<file path="config.mk">
export PLATFORM = sky130hd
export DESIGN_NAME = alu16_issue_ctrl_flat
export DESIGN_NICKNAME = d
export VERILOG_FILES = /design/src/rtl/alu16_issue_ctrl_if.sv /design/src/rtl/alu16_issue_ctrl.sv /design/src/flat_wrapper.sv
export SDC_FILE = /design/constraint.sdc
export NUM_CORES = 1
export LEC_CHECK = 0
export BUFFER_PORTS_ARGS = -buffer_cell sky130_fd_sc_hd__clkbuf_2
export CORE_MARGIN = 2
export CORE_UTILIZATION = 54
export CTS_CLUSTER_SIZE = 30
export DETAILED_ROUTE_END_ITERATION = 6
export GPL_TIMING_DRIVEN = 0
export PLACE_DENSITY_LB_ADDON = 0.05
export SETUP_SLACK_MARGIN = 0.02
export SLEW_MARGIN = 20
export SYNTH_ARGS = -nofsm -noshare
export SYNTH_HDL_FRONTEND = slang
export SYNTH_SLANG_ARGS = --single-unit
</file>
<file path="constraint.sdc">
create_clock -name clk -period 2.2 [get_ports clk]
set_input_delay 0 -clock clk [delete_from_list [all_inputs] [get_ports clk]]
set_output_delay 0 -clock clk [all_outputs]
set_load 0.005 [all_outputs]
</file>
<file path="src/rtl/alu16_issue_ctrl_if.sv">
// Handshake bundle for alu16_issue_ctrl.
// Carries the instruction channel (instr_valid/instr_ready/instr) and the
// result channel (res_valid/res_ready/res_data/res_flags/res_err).
// The master modport is the instruction source and result consumer.
// The slave modport is the issue controller.
interface alu16_issue_ctrl_if #(
    parameter int W = 16
);
    logic         instr_valid;
    logic         instr_ready;
    logic [15:0]  instr;
    logic         res_valid;
    logic         res_ready;
    logic [W-1:0] res_data;
    logic [2:0]   res_flags;
    logic         res_err;

    modport master (
        output instr_valid,
        output instr,
        output res_ready,
        input  instr_ready,
        input  res_valid,
        input  res_data,
        input  res_flags,
        input  res_err
    );

    modport slave (
        input  instr_valid,
        input  instr,
        input  res_ready,
        output instr_ready,
        output res_valid,
        output res_data,
        output res_flags,
        output res_err
    );
endinterface

</file>
<file path="src/rtl/alu16_issue_ctrl.sv">
// Sequential front end for the alu16 combinational ALU: 4x16 register file,
// one instruction in flight, IDLE -> EXEC -> RESP.
// Ports: clk, rst (sync, active-high); bus (slave handshake bundle);
// alu_a/alu_b/alu_sel drive alu16; alu_out/alu_zero/alu_carry/alu_neg
// come back from it.
module alu16_issue_ctrl #(
    parameter int NREG = 4,
    parameter int W    = 16
) (
    input  logic         clk,
    input  logic         rst,
    alu16_issue_ctrl_if.slave bus,
    output logic [W-1:0] alu_a,
    output logic [W-1:0] alu_b,
    output logic [3:0]   alu_sel,
    input  logic [W-1:0] alu_out,
    input  logic         alu_zero,
    input  logic         alu_carry,
    input  logic         alu_neg
);
    typedef enum logic [1:0] {
        IDLE,
        EXEC,
        RESP
    } state_t;

    state_t       state_q;
    state_t       state_d;
    logic         ready;
    logic         accept;
    logic         resp;

    logic [W-1:0] rf [NREG];
    logic [1:0]   rd_q;
    logic [7:0]   imm_q;
    logic [W-1:0] data_q;
    logic [2:0]   flags_q;
    logic         err_q;

    logic         is_alu;
    logic         is_ldi;

    // alu_sel holds the latched opcode during EXEC
    assign is_alu = (alu_sel <= 4'd9);
    assign is_ldi = (alu_sel == 4'hF);

    always_comb begin
        state_d = state_q;
        ready   = 1'b0;
        accept  = 1'b0;
        resp    = 1'b0;
        unique case (state_q)
            IDLE: begin
                // held low while rst is asserted
                ready  = ~rst;
                accept = bus.instr_valid & ready;
                if (accept)
                    state_d = EXEC;
            end
            EXEC: begin
                state_d = RESP;
            end
            RESP: begin
                resp = 1'b1;
                if (bus.res_ready)
                    state_d = IDLE;
            end
            default: begin
                state_d = IDLE;
            end
        endcase
    end

    always_ff @(posedge clk) begin
        if (rst)
            state_q <= IDLE;
        else
            state_q <= state_d;
    end

    always_ff @(posedge clk) begin
        if (rst) begin
            for (int i = 0; i < NREG; i++)
                rf[i] <= '0;
            rd_q    <= '0;
            imm_q   <= '0;
            alu_a   <= '0;
            alu_b   <= '0;
            alu_sel <= '0;
            data_q  <= '0;
            flags_q <= '0;
            err_q   <= 1'b0;
        end else begin
            if (accept) begin
                // operands captured here, so rd == rs sees old values
                alu_a   <= rf[bus.instr[9:8]];
                alu_b   <= rf[bus.instr[7:6]];
                alu_sel <= bus.instr[15:12];
                rd_q    <= bus.instr[11:10];
                imm_q   <= bus.instr[7:0];
            end
            if (state_q == EXEC) begin
                unique case (1'b1)
                    is_alu: begin
                        rf[rd_q] <= alu_out;
                        data_q   <= alu_out;
                        flags_q  <= {alu_zero, alu_carry, alu_neg};
                        err_q    <= 1'b0;
                    end
                    is_ldi: begin
                        rf[rd_q] <= {{(W-8){1'b0}}, imm_q};
                        data_q   <= {{(W-8){1'b0}}, imm_q};
                        err_q    <= 1'b0;
                    end
                    default: begin
                        data_q <= '0;
                        err_q  <= 1'b1;
                    end
                endcase
            end
        end
    end

    // res_valid is exactly "in RESP"; the state register carries it
    assign bus.instr_ready = ready;
    assign bus.res_valid   = resp;
    assign bus.res_data    = data_q;
    assign bus.res_flags   = flags_q;
    assign bus.res_err     = err_q;
endmodule

</file>
<file path="src/flat_wrapper.sv">
// flat-port wrapper written by rule: the top's interface ports become plain ports
module alu16_issue_ctrl_flat 
#(
    parameter int NREG = 4,
    parameter int W    = 16
)
  (clk, rst, alu_a, alu_b, alu_sel, alu_out, alu_zero, alu_carry, alu_neg, bus_instr_valid, bus_instr, bus_res_ready, bus_instr_ready, bus_res_valid, bus_res_data, bus_res_flags, bus_res_err);
  alu16_issue_ctrl_if #(.W(W)) bus_i ();
  input  logic clk;
  input  logic rst;
  output logic [W-1:0] alu_a;
  output logic [W-1:0] alu_b;
  output logic [3:0] alu_sel;
  input  logic [W-1:0] alu_out;
  input  logic alu_zero;
  input  logic alu_carry;
  input  logic alu_neg;
  input wire logic [$bits(bus_i.instr_valid)-1:0] bus_instr_valid;
  input wire logic [$bits(bus_i.instr)-1:0] bus_instr;
  input wire logic [$bits(bus_i.res_ready)-1:0] bus_res_ready;
  output wire logic [$bits(bus_i.instr_ready)-1:0] bus_instr_ready;
  output wire logic [$bits(bus_i.res_valid)-1:0] bus_res_valid;
  output wire logic [$bits(bus_i.res_data)-1:0] bus_res_data;
  output wire logic [$bits(bus_i.res_flags)-1:0] bus_res_flags;
  output wire logic [$bits(bus_i.res_err)-1:0] bus_res_err;
  assign bus_i.instr_valid = bus_instr_valid;
  assign bus_i.instr = bus_instr;
  assign bus_i.res_ready = bus_res_ready;
  assign bus_instr_ready = bus_i.instr_ready;
  assign bus_res_valid = bus_i.res_valid;
  assign bus_res_data = bus_i.res_data;
  assign bus_res_flags = bus_i.res_flags;
  assign bus_res_err = bus_i.res_err;
  alu16_issue_ctrl #(.NREG(NREG), .W(W)) u_core (.clk(clk), .rst(rst), .bus(bus_i), .alu_a(alu_a), .alu_b(alu_b), .alu_sel(alu_sel), .alu_out(alu_out), .alu_zero(alu_zero), .alu_carry(alu_carry), .alu_neg(alu_neg));
endmodule
</file>
==> results.yml <==
pwr:
  p_leak_nw: 2.92
  power_density_nw_per_um2: 836
  vdd_drop_max_v: 0.000402
  p_total_w: 0.00616
final_layout:
  nNetsFinal: 689
  antennaDiodeCount: 0
  final_common_cell: "nand2_1"
  area_growth_pct: 28.3
  final.fill_count: 755
  final_cell_mix: "nand2_1 (94), clkbuf_2 (92), a21oi_1 (74)"
  layout-drive-gt1-share_pct: 31.5
  design_area_um2: 7360
synthesis:
  ys_top_cells_by_area: "edfxtp_1 (33%), dfxtp_1 (24%), mux4_2 (13%)"
  synth_compound_area_share_pct: 11.6
  syn_avg_cell_area_um2: 11.3
  synth_area_um2: 5740
  synth_cell_types: 34
  synth-xor-area-share_pct: 0
  async_reset_ff_share_pct: 0
  yosysTopAreaCell: "edfxtp_1"
  synth_top_family_by_area: "simple AND/OR/NAND/NOR gates"
  syn_nets: 545
  ys.flop_type: "dfxtp_1"
  synth_edf_count: 64
  yosys.area_share.simple_pct: 14.2
  ys_seq_elements: 132
  synth_mux_area_share_pct: 12.6
  synthAdderAreaFrac_pct: 0
  postSynthCellCount: 506
  synth_top_area_share_pct: 33.5
  ys_seq_area_share_pct: 57.2
  ys_warn_count: 0
die:
  fp.dieArea_um2: 11500
  initial_utilization_pct: 55.6
  fp.dieW_um: 107
  rows: 37
  core_area_um2: 10300
  ios: 97
  fp.dieH_um: 107
detailed_routing:
  drt-total-wl_um: 14900
  route.detailed.drc: 0
  vias_per_cell: 5.72
  drt-pass1-iter-count: 7
  vias: 4568
  drt_iter0_drc: 431
  drtAntennaViolNets: 0
  wl_per_cell_um: 18.7
setup_path:
  crit_chain: "dlygate4sd3_1 > clkbuf_2 > clkbuf_1 > clkbuf_1 > nor3_1 > clkbuf_2"
  r2r-end: "u_core.rf[1][10]"
  path_class: "primary input to output pin"
  cp.buffers_inverters: 5
  startpoint: "rst"
  cp-start-kind: "primary input"
  endpoint: "bus_instr_ready"
  crit_fanout: 10
  cp_num_cells: 6
  crit_required_ns: 2.20
  crit_family: "buffers and inverters"
  reg2reg_depth: 3
  crit_slowest_cell: "dlygate4sd3_1"
  critPathArrivalTime_ns: 1.98
  end_kind: "output pin"
  r2r-start: "u_core.state_q[0]"
  regToRegSetupSlack_ns: 0.22
  slowest_delay_ns: 0.54
placement:
  io_buffers: 92
  dp_hpwl_um: 10100
  dpl-instance-area_um2: 6370
  gp_congestion: 0.868
global_routing:
  grt_use_total_pct: 27.9
  grt_pass1_vias: 4477
  grt-ovfl-total: 0
  antenna_found_initial: 0
  grt_pass1_wl_um: 23900
  grt_max_degree: 17
clock_tree:
  htree_levels: 4
  cts_made_buffers: 17
  path_clk_slew_ns: 0.06
  cts_tree: "yes"
  cts_sinks: 132
  insertion_delay_ns: 0.53
  cts_root_buf: "clkbuf_8"
  clockBufferDepth: 2
  postCtsSetupBuffers: 0
sta:
  final_max_slew_viol_count: 0
  tns_ns: 0
  finalCritPeriodShare_pct: 89.9
  hold_viol_final: 0
  rsz0062_at_grt: "no"
  timing_worst_slew_pin_value_ns: 0.743
  relSlewSlack_pct: 50.5
  fin_crit_ns: 1.98
  final.setup_skew_ns: 0.00938
  max_freq_ghz: 0.505
  setup_viol: 0
run:
  cap_violations: 0
outcome:
  status: "finished, final reports clean"
worst_hold_path:
  worstHoldPathType: "primary input to register"
[per-stage QoR]
step | std cells | utilization (%) | setup slack, ns | hold slack, ns
finish | 799 | 71.3 | 0.222 | 0.0662
global route | 799 | 71.3 | 0.0734 | 0.109
CTS | 799 | 71.1 | 0.0224 | 0.0583
detailed placement | 734 | 61.7 | -0.408 | 0.229
global placement | 734 | 61.7 | -0.400 | 0.223
floorplan | 506 | - | 0.346 | 0.136
[worst min-delay path, cell delays in order]
cell and delay [ns]:
buf_4 0.17, mux4_2 0.23, nand2_1 0.05, a21oi_1 0.10
[state kept, by name, indices dropped and copies added (netlist names)]
| register | count |
|---|---|
| u_core.alu_b | 16 |
| u_core.alu_sel | 4 |
| u_core.bus.res_data | 16 |
| u_core.bus.res_err | 1 |
| u_core.state_q | 2 |
| u_core.bus.res_flags | 3 |
| u_core.rf | 64 |
| u_core.imm_q | 8 |
| u_core.alu_a | 16 |
| u_core.rd_q | 2 |
[routing by layer]
layer  vias to the layer above  GRT usage [%]  routed length, um
li1                       2126              -                  -
met1                      2207           37.7               6340
met2                       216           45.0               7180
met3                        19           7.48               1230
met4                         0           7.24                180
met5                         -              0                  0
[cells by family after synthesis]
kind of cell	after synthesis
muxes	32
buffers and inverters	50
AOI/OAI and AO/OA	112
and+or+nand+nor	180
DFF	132
[cells in the mapped netlist (2+ instances only)]
master and count:
nand2_1 94, a21oi_1 74, dfxtp_1 68, edfxtp_1 64
mux4_2 32, nand3_1 29, nor2_1 26, buf_2 16
inv_1 12, clkbuf_1 11, a21oi_2 9, nand2_2 9
o21ai_0 9, and3_1 7, a21o_1 6, a221o_1 6
nand2b_1 6, buf_4 4, o2111ai_1 4, buf_6 3
buf_1 2, nor2b_1 2, o311ai_0 2
[report_power, final]
| part | internal (W) | total [W] | leakage [nW] | switching, W |
|---|---|---|---|---|
| Combinational | 0.000257 | 0.000551 | 1.40 | 0.000294 |
| Sequential | 0.00268 | 0.00275 | 1.22 | 0.0000649 |
| Clock | 0.00179 | 0.00285 | 0.310 | 0.00106 |
| Total | 0.00474 | 0.00616 | 2.92 | 0.00142 |
[area by class of cell]
class / instances / area (um^2) / area share (%)
sequential: 132 / 3280 / 44.6
multi-input combinational: 324 / 2250 / 30.5
timing repair buffer: 125 / 791 / 10.7
clock buffer: 23 / 531 / 7.20
buffer: 37 / 208 / 2.82
tap: 136 / 170 / 2.31
clock inverter: 9 / 86.3 / 1.17
inverter: 13 / 48.8 / 0.663
[worst min path at each step]
stage             startpoint                 to  cells past startpoint
2_1_floorplan   bus_instr[0]    u_core.imm_q[0]                      2
3_3_place_gp   bus_instr[12]  u_core.alu_sel[0]                      3
3_5_place_dp   bus_instr[14]  u_core.alu_sel[2]                      3
4_1_cts         bus_instr[8]    u_core.alu_a[3]                      4
5_1_grt         bus_instr[8]   u_core.alu_a[13]                      4
6_report        bus_instr[8]    u_core.alu_a[3]                      4
[timing repair]
item	in CTS	in global routing
cloned	0	0
gates resized for setup	7	4
hold buffers	33	0
hold endpoints to repair	89	0
setup endpoints to repair	48	52
Power figures use the tool's default switching activity.
